===== config.mk =====
export PLATFORM = sky130hd
export DESIGN_NAME = adpll_cfg_seq_flat
export DESIGN_NICKNAME = d
export VERILOG_FILES = /design/src/rtl/adpll_cfg_seq_if.sv /design/src/rtl/adpll_cfg_seq.sv /design/src/flat_wrapper.sv
export SDC_FILE = /design/constraint.sdc
export NUM_CORES = 1
export LEC_CHECK = 0
export CORE_MARGIN = 2
export CORE_UTILIZATION = 45
export CTS_CLUSTER_SIZE = 14
export DETAILED_ROUTE_END_ITERATION = 16
export GPL_ROUTABILITY_DRIVEN = 0
export GPL_TIMING_DRIVEN = 0
export PLACE_DENSITY = 0.69
export SETUP_SLACK_MARGIN = 0.3
export SYNTH_ARGS = -nofsm -noshare
export SYNTH_HDL_FRONTEND = slang
export SYNTH_SLANG_ARGS = --single-unit

===== constraint.sdc =====
create_clock -name clk -period 6.3 [get_ports clk]
set_input_delay 0.63 -clock clk [delete_from_list [all_inputs] [get_ports clk]]
set_output_delay 0.63 -clock clk [all_outputs]
set_load 0.05 [all_outputs]

===== src/rtl/adpll_cfg_seq_if.sv =====
// Host-side bus for adpll_cfg_seq.
//   start   : request a full programming sequence
//   wr_en   : shadow register write strobe
//   wr_addr : shadow index (0 ndiv .. 5 kdco, 6 alpha_gear, 7 beta_gear)
//   wr_data : shadow write data
//   busy    : sequence in progress
//   done    : one-cycle pulse at the end of any sequence
//   err     : one-cycle pulse on a rejected write
// master = host that drives the requests, slave = the sequencer.
interface adpll_cfg_seq_if;
    logic       start;
    logic       wr_en;
    logic [2:0] wr_addr;
    logic [4:0] wr_data;
    logic       busy;
    logic       done;
    logic       err;

    modport master (output start, wr_en, wr_addr, wr_data, input busy, done, err);
    modport slave  (input start, wr_en, wr_addr, wr_data, output busy, done, err);
endinterface


===== src/rtl/adpll_cfg_seq.sv =====
// adpll_cfg_seq: programming sequencer for the 5-bit ADPLL chip top.
// Keeps a shadow copy of the loop parameters and replays them onto the chip's
// clr / pgm / param_sel / pgm_value pins with fixed setup, pulse and hold
// spacing so the chip's enable-edge capture registers latch stable data.
//
// Ports:
//   clk          system clock, rising edge
//   rst          synchronous active-high reset
//   host         adpll_cfg_seq_if.slave (start, shadow writes, busy/done/err)
//   lock_i       loop lock indication (level), used only with CFG_GEAR_EN
//   gear_on_o    post-lock alpha/beta currently programmed
//   clr_o        chip clr
//   pgm_o        chip pgm
//   param_sel_o  chip param_sel
//   pgm_value_o  chip pgm_value
//
// Optional feature macro: CFG_GEAR_EN (gear shift of alpha/beta after lock).
//
// state   | meaning
// IDLE    | waiting for start, chip pins parked at 0
// CLEAR   | clr high before the first parameter
// SETUP   | sel/value presented, pgm low
// PULSE   | pgm high
// HOLD    | pgm low, sel/value still held
// DONE    | one-cycle done pulse
// MONITOR | (gear) counting consecutive lock cycles
// LOCKED  | (gear) gear coefficients active, watching for lock loss
module adpll_cfg_seq #(
    parameter int SETUP_CYC = 2,
    parameter int PULSE_CYC = 2,
    parameter int HOLD_CYC  = 1,
    parameter int CLR_CYC   = 2,
    parameter int LOCK_CNT  = 16
) (
    input  logic                  clk,
    input  logic                  rst,
    adpll_cfg_seq_if.slave        host,
    input  logic                  lock_i,
    output logic                  gear_on_o,
    output logic                  clr_o,
    output logic                  pgm_o,
    output logic [2:0]            param_sel_o,
    output logic [4:0]            pgm_value_o
);

    // A zero count would collapse a phase, so every phase lasts at least one cycle.
    localparam int S_CYC = (SETUP_CYC < 1) ? 1 : SETUP_CYC;
    localparam int P_CYC = (PULSE_CYC < 1) ? 1 : PULSE_CYC;
    localparam int H_CYC = (HOLD_CYC  < 1) ? 1 : HOLD_CYC;
    localparam int C_CYC = (CLR_CYC   < 1) ? 1 : CLR_CYC;

    // Down-counter load values: a phase of N cycles loads N-1 and exits at 0.
    localparam logic [7:0] S_LD = 8'(S_CYC - 1);
    localparam logic [7:0] P_LD = 8'(P_CYC - 1);
    localparam logic [7:0] H_LD = 8'(H_CYC - 1);
    localparam logic [7:0] C_LD = 8'(C_CYC - 1);

    typedef enum logic [2:0] {
        ST_IDLE,
        ST_CLEAR,
        ST_SETUP,
        ST_PULSE,
        ST_HOLD,
        ST_DONE
`ifdef CFG_GEAR_EN
        , ST_MONITOR
        , ST_LOCKED
`endif
    } state_t;

    state_t     state_q;
    logic [7:0] cnt_q;
    logic [2:0] idx_q;
    logic       short_q;     // current sequence is the alpha/beta-only one
    logic       gear_seq_q;  // short sequence loads the gear coefficients
    logic       busy_q;
    logic       done_q;
    logic       err_q;
    logic       gear_q;
    logic       clr_q;
    logic       pgm_q;
    logic [2:0] sel_q;
    logic [4:0] val_q;
    logic [4:0] shadow_q [8];

    logic       addr_ok;
    logic       wr_ok;
    logic       go_full;
    logic       go_short;
    logic       short_gear;

`ifdef CFG_GEAR_EN
    localparam logic [16:0] LOCK_TGT = 17'(LOCK_CNT);
    logic [15:0] lock_cnt_q;
    logic        lock_hit;
    assign lock_hit = ({1'b0, lock_cnt_q} + 17'd1) >= LOCK_TGT;
    assign addr_ok  = 1'b1;
`else
    logic unused_lock;
    assign unused_lock = lock_i;
    assign addr_ok     = (host.wr_addr[2:1] != 2'b11);
`endif

    assign wr_ok = host.wr_en & ~busy_q & addr_ok;

    always_ff @(posedge clk) begin
        if (rst) begin
            for (int i = 0; i < 8; i++) shadow_q[i] <= '0;
        end else if (wr_ok) begin
            shadow_q[host.wr_addr] <= host.wr_data;
        end
    end

    // Value presented for a parameter index; bit 4 of ndiv never reaches the chip.
    function automatic logic [4:0] pick(input logic [2:0] idx, input logic use_gear);
        logic [2:0] a;
        logic [4:0] v;
        a = idx;
        if (use_gear && idx == 3'd1) a = 3'd6;
        if (use_gear && idx == 3'd2) a = 3'd7;
        v = shadow_q[a];
        if (idx == 3'd0) v[4] = 1'b0;
        return v;
    endfunction

    // Sequence launch decisions from the waiting states.
    always_comb begin
        go_full    = 1'b0;
        go_short   = 1'b0;
        short_gear = 1'b0;
        case (state_q)
            ST_IDLE: go_full = host.start;
`ifdef CFG_GEAR_EN
            ST_MONITOR: begin
                go_full    = host.start;
                go_short   = ~host.start & lock_i & lock_hit;
                short_gear = 1'b1;
            end
            ST_LOCKED: begin
                go_full  = host.start;
                go_short = ~host.start & ~lock_i;
            end
`endif
            default: ;
        endcase
    end

    always_ff @(posedge clk) begin
        if (rst) begin
            state_q    <= ST_IDLE;
            cnt_q      <= '0;
            idx_q      <= '0;
            short_q    <= 1'b0;
            gear_seq_q <= 1'b0;
            busy_q     <= 1'b0;
            done_q     <= 1'b0;
            err_q      <= 1'b0;
            gear_q     <= 1'b0;
            clr_q      <= 1'b0;
            pgm_q      <= 1'b0;
            sel_q      <= '0;
            val_q      <= '0;
`ifdef CFG_GEAR_EN
            lock_cnt_q <= '0;
`endif
        end else begin
            done_q <= 1'b0;
            err_q  <= host.wr_en & ~wr_ok;
`ifdef CFG_GEAR_EN
            lock_cnt_q <= '0;
`endif
            if (go_full) begin
                state_q    <= ST_CLEAR;
                cnt_q      <= C_LD;
                idx_q      <= 3'd0;
                short_q    <= 1'b0;
                gear_seq_q <= 1'b0;
                busy_q     <= 1'b1;
                clr_q      <= 1'b1;
            end else if (go_short) begin
                // No clear: only alpha (1) and beta (2) are rewritten.
                state_q    <= ST_SETUP;
                cnt_q      <= S_LD;
                idx_q      <= 3'd1;
                short_q    <= 1'b1;
                gear_seq_q <= short_gear;
                busy_q     <= 1'b1;
                sel_q      <= 3'd1;
                val_q      <= pick(3'd1, short_gear);
            end else begin
                case (state_q)
                    ST_CLEAR: begin
                        if (cnt_q == 8'd0) begin
                            state_q <= ST_SETUP;
                            cnt_q   <= S_LD;
                            clr_q   <= 1'b0;
                            sel_q   <= 3'd0;
                            val_q   <= pick(3'd0, 1'b0);
                        end else begin
                            cnt_q <= cnt_q - 8'd1;
                        end
                    end
                    ST_SETUP: begin
                        if (cnt_q == 8'd0) begin
                            state_q <= ST_PULSE;
                            cnt_q   <= P_LD;
                            pgm_q   <= 1'b1;
                        end else begin
                            cnt_q <= cnt_q - 8'd1;
                        end
                    end
                    ST_PULSE: begin
                        if (cnt_q == 8'd0) begin
                            state_q <= ST_HOLD;
                            cnt_q   <= H_LD;
                            pgm_q   <= 1'b0;
                        end else begin
                            cnt_q <= cnt_q - 8'd1;
                        end
                    end
                    ST_HOLD: begin
                        if (cnt_q != 8'd0) begin
                            cnt_q <= cnt_q - 8'd1;
                        end else if (idx_q == (short_q ? 3'd2 : 3'd5)) begin
                            state_q <= ST_DONE;
                            busy_q  <= 1'b0;
                            done_q  <= 1'b1;
                            gear_q  <= short_q & gear_seq_q;
                            sel_q   <= '0;
                            val_q   <= '0;
                        end else begin
                            // Value sampled here so a write before SETUP entry is seen.
                            state_q <= ST_SETUP;
                            cnt_q   <= S_LD;
                            idx_q   <= idx_q + 3'd1;
                            sel_q   <= idx_q + 3'd1;
                            val_q   <= pick(idx_q + 3'd1, gear_seq_q);
                        end
                    end
                    ST_DONE: begin
`ifdef CFG_GEAR_EN
                        state_q <= (short_q & gear_seq_q) ? ST_LOCKED : ST_MONITOR;
`else
                        state_q <= ST_IDLE;
`endif
                    end
`ifdef CFG_GEAR_EN
                    ST_MONITOR: begin
                        if (lock_i && lock_cnt_q != 16'hFFFF) lock_cnt_q <= lock_cnt_q + 16'd1;
                    end
                    ST_LOCKED: ;
`endif
                    ST_IDLE: ;
                    default: state_q <= ST_IDLE;
                endcase
            end
        end
    end

    assign host.busy   = busy_q;
    assign host.done   = done_q;
    assign host.err    = err_q;
    assign gear_on_o   = gear_q;
    assign clr_o       = clr_q;
    assign pgm_o       = pgm_q;
    assign param_sel_o = sel_q;
    assign pgm_value_o = val_q;

endmodule


===== src/flat_wrapper.sv =====
// flat-port wrapper written by rule: the top's interface ports become plain ports
module adpll_cfg_seq_flat 
#(
    parameter int SETUP_CYC = 2,
    parameter int PULSE_CYC = 2,
    parameter int HOLD_CYC  = 1,
    parameter int CLR_CYC   = 2,
    parameter int LOCK_CNT  = 16
)
  (clk, rst, lock_i, gear_on_o, clr_o, pgm_o, param_sel_o, pgm_value_o, host_start, host_wr_en, host_wr_addr, host_wr_data, host_busy, host_done, host_err);
  adpll_cfg_seq_if host_i ();
  input  logic clk;
  input  logic rst;
  input  logic lock_i;
  output logic gear_on_o;
  output logic clr_o;
  output logic pgm_o;
  output logic [2:0] param_sel_o;
  output logic [4:0] pgm_value_o;
  input wire logic [$bits(host_i.start)-1:0] host_start;
  input wire logic [$bits(host_i.wr_en)-1:0] host_wr_en;
  input wire logic [$bits(host_i.wr_addr)-1:0] host_wr_addr;
  input wire logic [$bits(host_i.wr_data)-1:0] host_wr_data;
  output wire logic [$bits(host_i.busy)-1:0] host_busy;
  output wire logic [$bits(host_i.done)-1:0] host_done;
  output wire logic [$bits(host_i.err)-1:0] host_err;
  assign host_i.start = host_start;
  assign host_i.wr_en = host_wr_en;
  assign host_i.wr_addr = host_wr_addr;
  assign host_i.wr_data = host_wr_data;
  assign host_busy = host_i.busy;
  assign host_done = host_i.done;
  assign host_err = host_i.err;
  adpll_cfg_seq #(.SETUP_CYC(SETUP_CYC), .PULSE_CYC(PULSE_CYC), .HOLD_CYC(HOLD_CYC), .CLR_CYC(CLR_CYC), .LOCK_CNT(LOCK_CNT)) u_core (.clk(clk), .rst(rst), .host(host_i), .lock_i(lock_i), .gear_on_o(gear_on_o), .clr_o(clr_o), .pgm_o(pgm_o), .param_sel_o(param_sel_o), .pgm_value_o(pgm_value_o));
endmodule

**Word-level counts from Yosys, hierarchy flattened**

Memories as Yosys holds them, arrays and structs flattened.
Index checks and enable logic that the tools add are counted.

- Bits in registers: 27
- RAM bits: 40
- Input bits: 13
- Memories kept: 1

- $add $sub $neg: 2
- Eq/ne operators: 18
- Multiplexer cells: 46
- Bitwise logic cells: 10
- Reduce and logical (&&, ||, !) cells: 25

Memories:

| memory | depth | width | read ports | clocked after memory_dff | wr ports | line | text |
|---|---|---|---|---|---|---|---|
| u_core.shadow_q | 8 | 5 | 2 | 0 | 8 | adpll_cfg_seq.sv:84 | `logic [4:0] shadow_q [8];` |

Operators by type and width:

| kind | count |
|---|---|
| 3-bit two-way mux | 14 |
| 8-bit two-way mux | 4 |
| 8-bit case mux with 3 select lines | 1 |
| 5-bit two-way mux | 4 |
| 1-bit two-way mux | 19 |
| 3-bit case mux with 5 select lines | 1 |
| 2-bit nonzero test | 6 |
| 2-bit by 1-bit inequality test with 1-bit output, second input constant | 5 |
| 5-bit case mux with 2 select lines | 1 |
| 5-bit AND reduction | 2 |
| 3-bit by 1-bit inequality test with 1-bit output, second input constant | 3 |
| 8-bit logical NOT | 1 |
| 4-bit AND reduction | 2 |
| 8-bit nonzero test | 1 |
| 8-bit by 1-bit subtractor with 8-bit output, second input constant | 1 |
| 1-bit inverter | 7 |
| 3-bit by 2-bit equality test with 1-bit output, second input constant | 2 |
| 3-bit equality test, second input constant | 2 |
| 3-bit logical NOT | 2 |
| 3-bit by 2-bit inequality test with 1-bit output, second input constant | 2 |
| 3-bit case mux with 2 select lines | 1 |
| 2-bit AND reduction | 3 |
| 3-bit AND reduction | 2 |
| 5-bit OR reduction | 1 |
| other kinds (10) | 14 |

**Depth between registers and ports, before layout**

An unclocked memory read counts as a cell.

- Depth in word-level cells: 11
- Gate-level depth with buffers: 7

**Worst setup path before layout**

Ideal clock, no wire load.

- Kind: input -> register
- From: input port rst
- To: memory u_core.shadow_q[2][0], enable pin
- Library setup time: 0.301 ns
- Arrival: 1.737 ns
- Data required time: 5.999 ns
- Path slack: 4.262 ns
- Stages on the path: 4
- Path through: nand2b_1 -> or3b_2 -> nor3_1 -> or2_2

RTL lines:

| element | line | text |
|---|---|---|
| start: declaration | flat_wrapper.sv:13 | `input logic rst;` |
| end: declaration | adpll_cfg_seq.sv:84 |  |

==> run metrics <==
first-pass GRT wire length ~10 mm; asr flop ratio synth 0%; DRT antenna net count 0; post-route cell area approximately 3700 sq um; vias per cell ~5.2; vias in the first global route 2081; Routed wire per std cell 15.3 um; post-CTS setup buffers 0; Reg area ~1700 sq um; Synth top cells by count edfxtp_1, and2_1, dfxtp_1; Place WS 3.40 ns; largest area contributor in the netlist edfxtp_1; hold slack roughly 0.45 ns; TNS Setup 0 ns; num rows 30; Starting Density between 40% and 50%; number of max-cap violations 0; post-synthesis register bit count between 60 and 70; Pwr per Cell Area roughly 360 nW/um^2; Die Wd about 88 um; worst skew pair latency between 0.3 and 0.4 ns; fmax about 400 MHz; gr usage total between 15 and 20%; CP cell instances clkdlybuf4s50_1 > nand2b_1 > or3b_2 > nor3_1 > or2_2; DPL Wire Length roughly 4.7 mm; fin crit share around two fifths; Max Slew Vio Count 0; Setup Skew approximately 0.014 ns; Data required, critical path 6.35 ns; drt initial violations 156; Synth Instances roughly 270; drc violations 0; Hold/Removal Path Class flop to flop; CTS tree yes; met3 Track Usage GR approximately 5.2%; GR peak layer met2; Crit path arrival time around 2.6 ns; most common cell in the netlist edfxtp_1; status finished clean; Final WS setup around 3.8 ns; number of diodes 0; Detailed Routing Iterations Pass 1 4; Yosys top cell area share approximately two fifths; synth top area cells edfxtp_1, dfxtp_1, mux4_2, and2_1, a21oi_1; area used by multi-input combinational logic 1360 sq um; fraction of layout cells with a size suffix above 1 approximately an eighth; Tmin final approximately 2.5 ns; placed insts between 300 and 400; worst stage delay on the critical path ~0.49 ns; H-tree depth 3; total congestion overflow 0; prevailing post-synth register cell edfxtp_1; number of setup violations in the final report 0; Root Buffer clkbuf_8; area of the core between 6000 and 7000 sq um; area post-placement between 3000 and 4000 sq um; Layout Cells excl Fill just over 400; die area about 7700 sq um; largest net degree at the start of global routing 13; Slowest-stage cell, CP nor3_1; post-cts sizing count 0; Area Overhead vs Synth 18.0%; Die H a little under 90 um; Worst setup EP type flop; TritonCTS Buffers 9; Peak VDD IR about 0.00016 V; cts hold-fix bufs 0; final wirelength roughly 6.4 mm; clock slew at reported path FFs approximately 0.070 ns; GRT met1 Usage about a quarter; WS Path Type input pin to flop; Worst Path Max Fanout 6; fin nets ~330; RSZ-0062 raised after global routing no; max_slew headroom 49.9%; I/O Pins 27; fill count between 600 and 700; initial antenna violation count 0; Worst-Margin Slew 0.751 ns; Port Buf Inserts 24; yosys warns 0; Max clock buf depth 2; sequential fraction of the synthesis area 55.3%; number of synthesized flops with an enable pin 40; library cells used by synthesis 45; DR vias 2161; Final Hold Viols 0; Worst setup SP type input pin; Mapped Area roughly 3200 sq um; syn avg cell area about 12 sq um; Lkg Pwr 0.00135 uW; Sink Count 67; GRT met2 Usage between 20% and 30%
## final timing paths
path | cells past startpoint | to | slack, ns | from
worst max-delay path | 5 | u_core.shadow_q[4][0] | 3.78 | rst
worst min-delay path | 2 | u_core.param_sel_o[2] | 0.45 | u_core.param_sel_o[2]
worst max register to register | 7 | u_core.cnt_q[6] | 4.01 | u_core.cnt_q[0]
worst min register to register | 2 | u_core.param_sel_o[2] | 0.45 | u_core.param_sel_o[2]
## where the power goes
part / leakage (uW) / internal, uW / switching [uW]
clock: 0.0000799 / 144 / 165
sequential: 0.000628 / 519 / 50.6
combinational: 0.000638 / 181 / 297
total: 0.00135 / 844 / 512
## per-stage QoR
stage	total power [uW]	utilization, %
after floorplan	924	-
after global placement	1040	52.2
after CTS	1360	54.7
final	1360	54.7
after global routing	1440	54.7
after detailed placement	1050	52.2
## state kept, by name, indices dropped and copies added (netlist names)
register / cells
u_core.state_q: 3
u_core.host.err: 1
u_core.pgm_value_o: 5
u_core.cnt_q: 8
u_core.clr_o: 1
u_core.shadow_q: 40
u_core.host.busy: 1
u_core.pgm_o: 1
u_core.host.done: 1
u_core.idx_q: 3
u_core.param_sel_o: 3
## per-layer routing
metal / vias to the layer above / routed length (um)
met5: - / 0
met3: 11 / 263
met2: 56 / 3040
met1: 1010 / 2970
li1: 1084 / -
met4: 0 / 95
## placed cells by master, fill, tap and decap left out, types with 6 or more instances in the layout
cell type        netlist  layout
a21oi_1               18      18
and2_1                32      32
clkbuf_1              10      12
clkbuf_8               0       9
clkdlybuf4s50_1        0      24
conb_1                 1      11
dfxtp_1               27      27
edfxtp_1              40      40
inv_1                  7       7
mux2i_1                6       6
mux4_2                10      10
nand2_1               11      11
nor2_1                11      11
nor3_1                 6       6
o21ai_0               10      10
o31ai_1                6       6
or2_2                  8       8
or3_1                  9       9
or4_1                  8       8
## kinds of logic (layout without fill, tap and decap cells)
| logic type | Yosys count | in the layout | synth area share (%) |
|---|---|---|---|
| multiplexers | 16 | 16 | 9.05 |
| buffers and inverters | 21 | 61 | 2.70 |
| XOR/XNOR | 3 | 3 | 0.834 |
| adder cells (fa/ha/maj) | 5 | 5 | 1.98 |
| other | 1 | 11 | 0.119 |
| AND/OR/NAND/NOR | 108 | 108 | 20.7 |
| AO/OA/AOI/OAI | 48 | 48 | 9.33 |
| flip-flops | 67 | 67 | 55.3 |
## layout make-up
class                      instances  area share (%)
buffer                            14            1.58
clock buffer                      11            3.53
clock inverter                     5            1.01
inverter                           7           0.707
multi-input combinational        191            36.6
sequential                        67            46.8
tap                               96            3.23
timing repair buffer              24            6.46
## critical path, delay by kind of cell
family / cells / cell delay (ns)
AND/OR/NAND/NOR: 4 / 1.47
buffers and inverters: 1 / 0.48
Note: power is estimated with default switching activity, not from simulation.
==> patch (config.mk and constraints unchanged) <==
Build with the macro `CFG_GEAR_EN` defined.
--- a/src/rtl/adpll_cfg_seq.sv
+++ b/src/rtl/adpll_cfg_seq.sv
@@ -26,4 +26,6 @@
 // MONITOR | (gear) counting consecutive lock cycles
 // LOCKED  | (gear) gear coefficients active, watching for lock loss
+`define CFG_GEAR_EN
+
 module adpll_cfg_seq #(
     parameter int SETUP_CYC = 2,
Formal check against the unedited RTL: not equivalent (Yosys sat finds a counterexample within 4 cycles, from zero or initial values and one cycle with rst high).
==> patch against the original RTL <==
Sequential cell count is 19 higher; cell count is 45% higher; global-route usage is 1.9 points higher; total power is 34% higher; clock skew is 0.0058 ns lower; count of clock-buffer cells in the layout is 2 lower; combinational power is 46% higher; final area is 34% higher; worst setup slack worse by 0.15 ns; synthesized cell count is 55% higher; non-clock buffer count is 5 higher; area after synthesis is 36% higher; wire length is 50% higher.
==> patch: results (changes against the original RTL) <==
grt_max_degree: 16  # was 13
dr_wl_met3_um: 398  # was 263 um
layout.nets: 487  # was 332
dr.pass1.iters: 6  # was 4
crit_slowest_cell: "a31oi_2"  # was nor3_1
crit-reg2reg-capture: "u_core.pgm_value_o[3]$_SDFFE_PP0P_"  # was u_core.cnt_q[6]$_SDFFE_PP0P_
leakage_nw: 1.78  # was 1.35 nW
vias: 3286  # was 2161
peakVddDrop_uv: 217  # was 161 uV
seq_area_frac_synth_pct: 49.5  # was 55.3%
grt_pass1_wl_um: 15800  # was 10400 um
top_layer: "met4"  # unchanged
criticalPathCategory: "reg2reg"  # was in2reg
m1WireLength_um: 4200  # was 2970 um
worst_hold_path_type: "reg2reg"  # unchanged
rrSetupSlack_ns: 3.63  # was 4.01 ns
netlist_top_cells_area: "edfxtp_1 (28%), dfxtp_1 (21%), and2_1 (6.0%)"  # was edfxtp_1 (38%), dfxtp_1 (17%), mux4_2 (7.1%)
met2_length_um: 4780  # was 3040 um
critical-path-max-stage-delay_ns: 0.45  # was 0.49 ns
clkLatencyLatePin_ns: 0.36  # was 0.34 ns
pre_cts_slack_ns: 3.29  # was 3.40 ns
finClkSkew_ns: 0.00848  # was 0.0143 ns
worst_slew_pin_slew_ns: 0.741  # was 0.751 ns
synth_top_flop_cell: "dfxtp_1"  # was edfxtp_1
worstPathMaxFanout: 8  # was 6
drive_gt1_share_pct: 9.77  # was 13.2%
ys_top_cells_by_count: "dfxtp_1 (46), and2_1 (41), edfxtp_1 (40)"  # was edfxtp_1 (40), and2_1 (32), dfxtp_1 (27)
cts.clk_slew.worst_paths_ns: 0.09  # was 0.07 ns
dr.first_iter.drc_count: 153  # was 156
yosysUniqueCellTypes: 68  # was 45
grt_usage_pct: 20.0  # was 18.2%
cp_top_family: "compound AO/OA/AOI/OAI gates"  # was simple AND/OR/NAND/NOR gates
min_from: "u_core.gear_on_o$_SDFFE_PP0P_"  # was u_core.param_sel_o[2]$_SDFFE_PP0P_
status: "complete, no violations"  # unchanged
port-buffer-count: 26  # was 24
arrival_ns: 2.93  # was 2.58 ns
post_cts_resized: 0  # unchanged
timing.rr.start: "u_core.idx_q[0]$_SDFFE_PP0P_"  # was u_core.cnt_q[0]$_SDFFE_PP0P_
routed_wl_um: 9540  # was 6370 um
detailed_place_hpwl_um: 6980  # was 4730 um
switching_power_uw: 707  # was 512 uW
first_global_vias: 3149  # was 2081
post-route-min-period_ns: 2.67  # was 2.52 ns
[patch: cell types whose count changed in the layout (fill, tap and decap cells not counted), sizes merged, moves of 7 or more]
cell	delta
nor2	+24
nand3	+13
nor3	+7
and2	+9
dfxtp	+19
mux2i	+9
nand2	+28
xnor2	+9
or4	-8
o21ai	+8
[patch: layer usage]
metal	up-vias	global-route usage, %
li1	1617	-
met1	1583	25.4
met2	73	34.3
met3	13	3.31
met4	0	7.69
met5	-	0
[patch: worst min-delay path: stages (launching register included)]
cell     delay (ns)
dfxtp_1        0.32
nand2_1        0.05
a21oi_1        0.05
[patch: kinds of logic after synthesis]
kind of cell,Yosys count,synth area share (%)
buf+inv,26,2.83
fa+ha+maj,8,2.33
flops,86,49.5
other cells,1,0.0875
compound gates,85,13.9
simple gates,179,22.4
xor+xnor,13,2.83
mux,20,6.13
[patch: worst min path at each step]
| stage | end | cells after the start | slack [ns] |
|---|---|---|---|
| after floorplan | u_core.cnt_q[6]$_SDFFE_PP0P_ | 2 | 0.44 |
| after global placement | u_core.gear_on_o$_SDFFE_PP0P_ | 2 | 0.45 |
| after detailed placement | u_core.gear_on_o$_SDFFE_PP0P_ | 2 | 0.46 |
| after CTS | u_core.gear_on_o$_SDFFE_PP0P_ | 2 | 0.47 |
| after global routing | u_core.gear_on_o$_SDFFE_PP0P_ | 2 | 0.49 |
| final | u_core.gear_on_o$_SDFFE_PP0P_ | 2 | 0.47 |
[patch: power by group through the flow]
stage	combinational (mW)	sequential, mW	clock (mW)
after floorplan	0.471	0.748	0
after global placement	0.679	0.704	0
after detailed placement	0.693	0.706	0
after CTS	0.694	0.693	0.438
after global routing	0.785	0.701	0.459
final	0.697	0.694	0.427
[patch: cell type report]
| type | count | area [um^2] |
|---|---|---|
| clock buffers | 9 | 124 |
| multi-input cells | 317 | 2090 |
| plain buffers | 17 | 87.6 |
| well taps | 129 | 161 |
| repair buffers | 26 | 260 |
| inverters | 9 | 33.8 |
| fillers | 845 | 4270 |
| clock inverters | 7 | 97.6 |
| flip-flops and latches | 86 | 2120 |
[patch: through the flow]
stage / hold WS (ns) / cell area (um^2) / cells / power (mW)
after floorplan: 0.441 / 4330 / 429 / 1.22
final: 0.467 / 4970 / 600 / 1.82
after CTS: 0.469 / 4970 / 600 / 1.83
after detailed placement: 0.456 / 4750 / 584 / 1.40
after global placement: 0.446 / 4750 / 584 / 1.38
after global routing: 0.492 / 4970 / 600 / 1.94
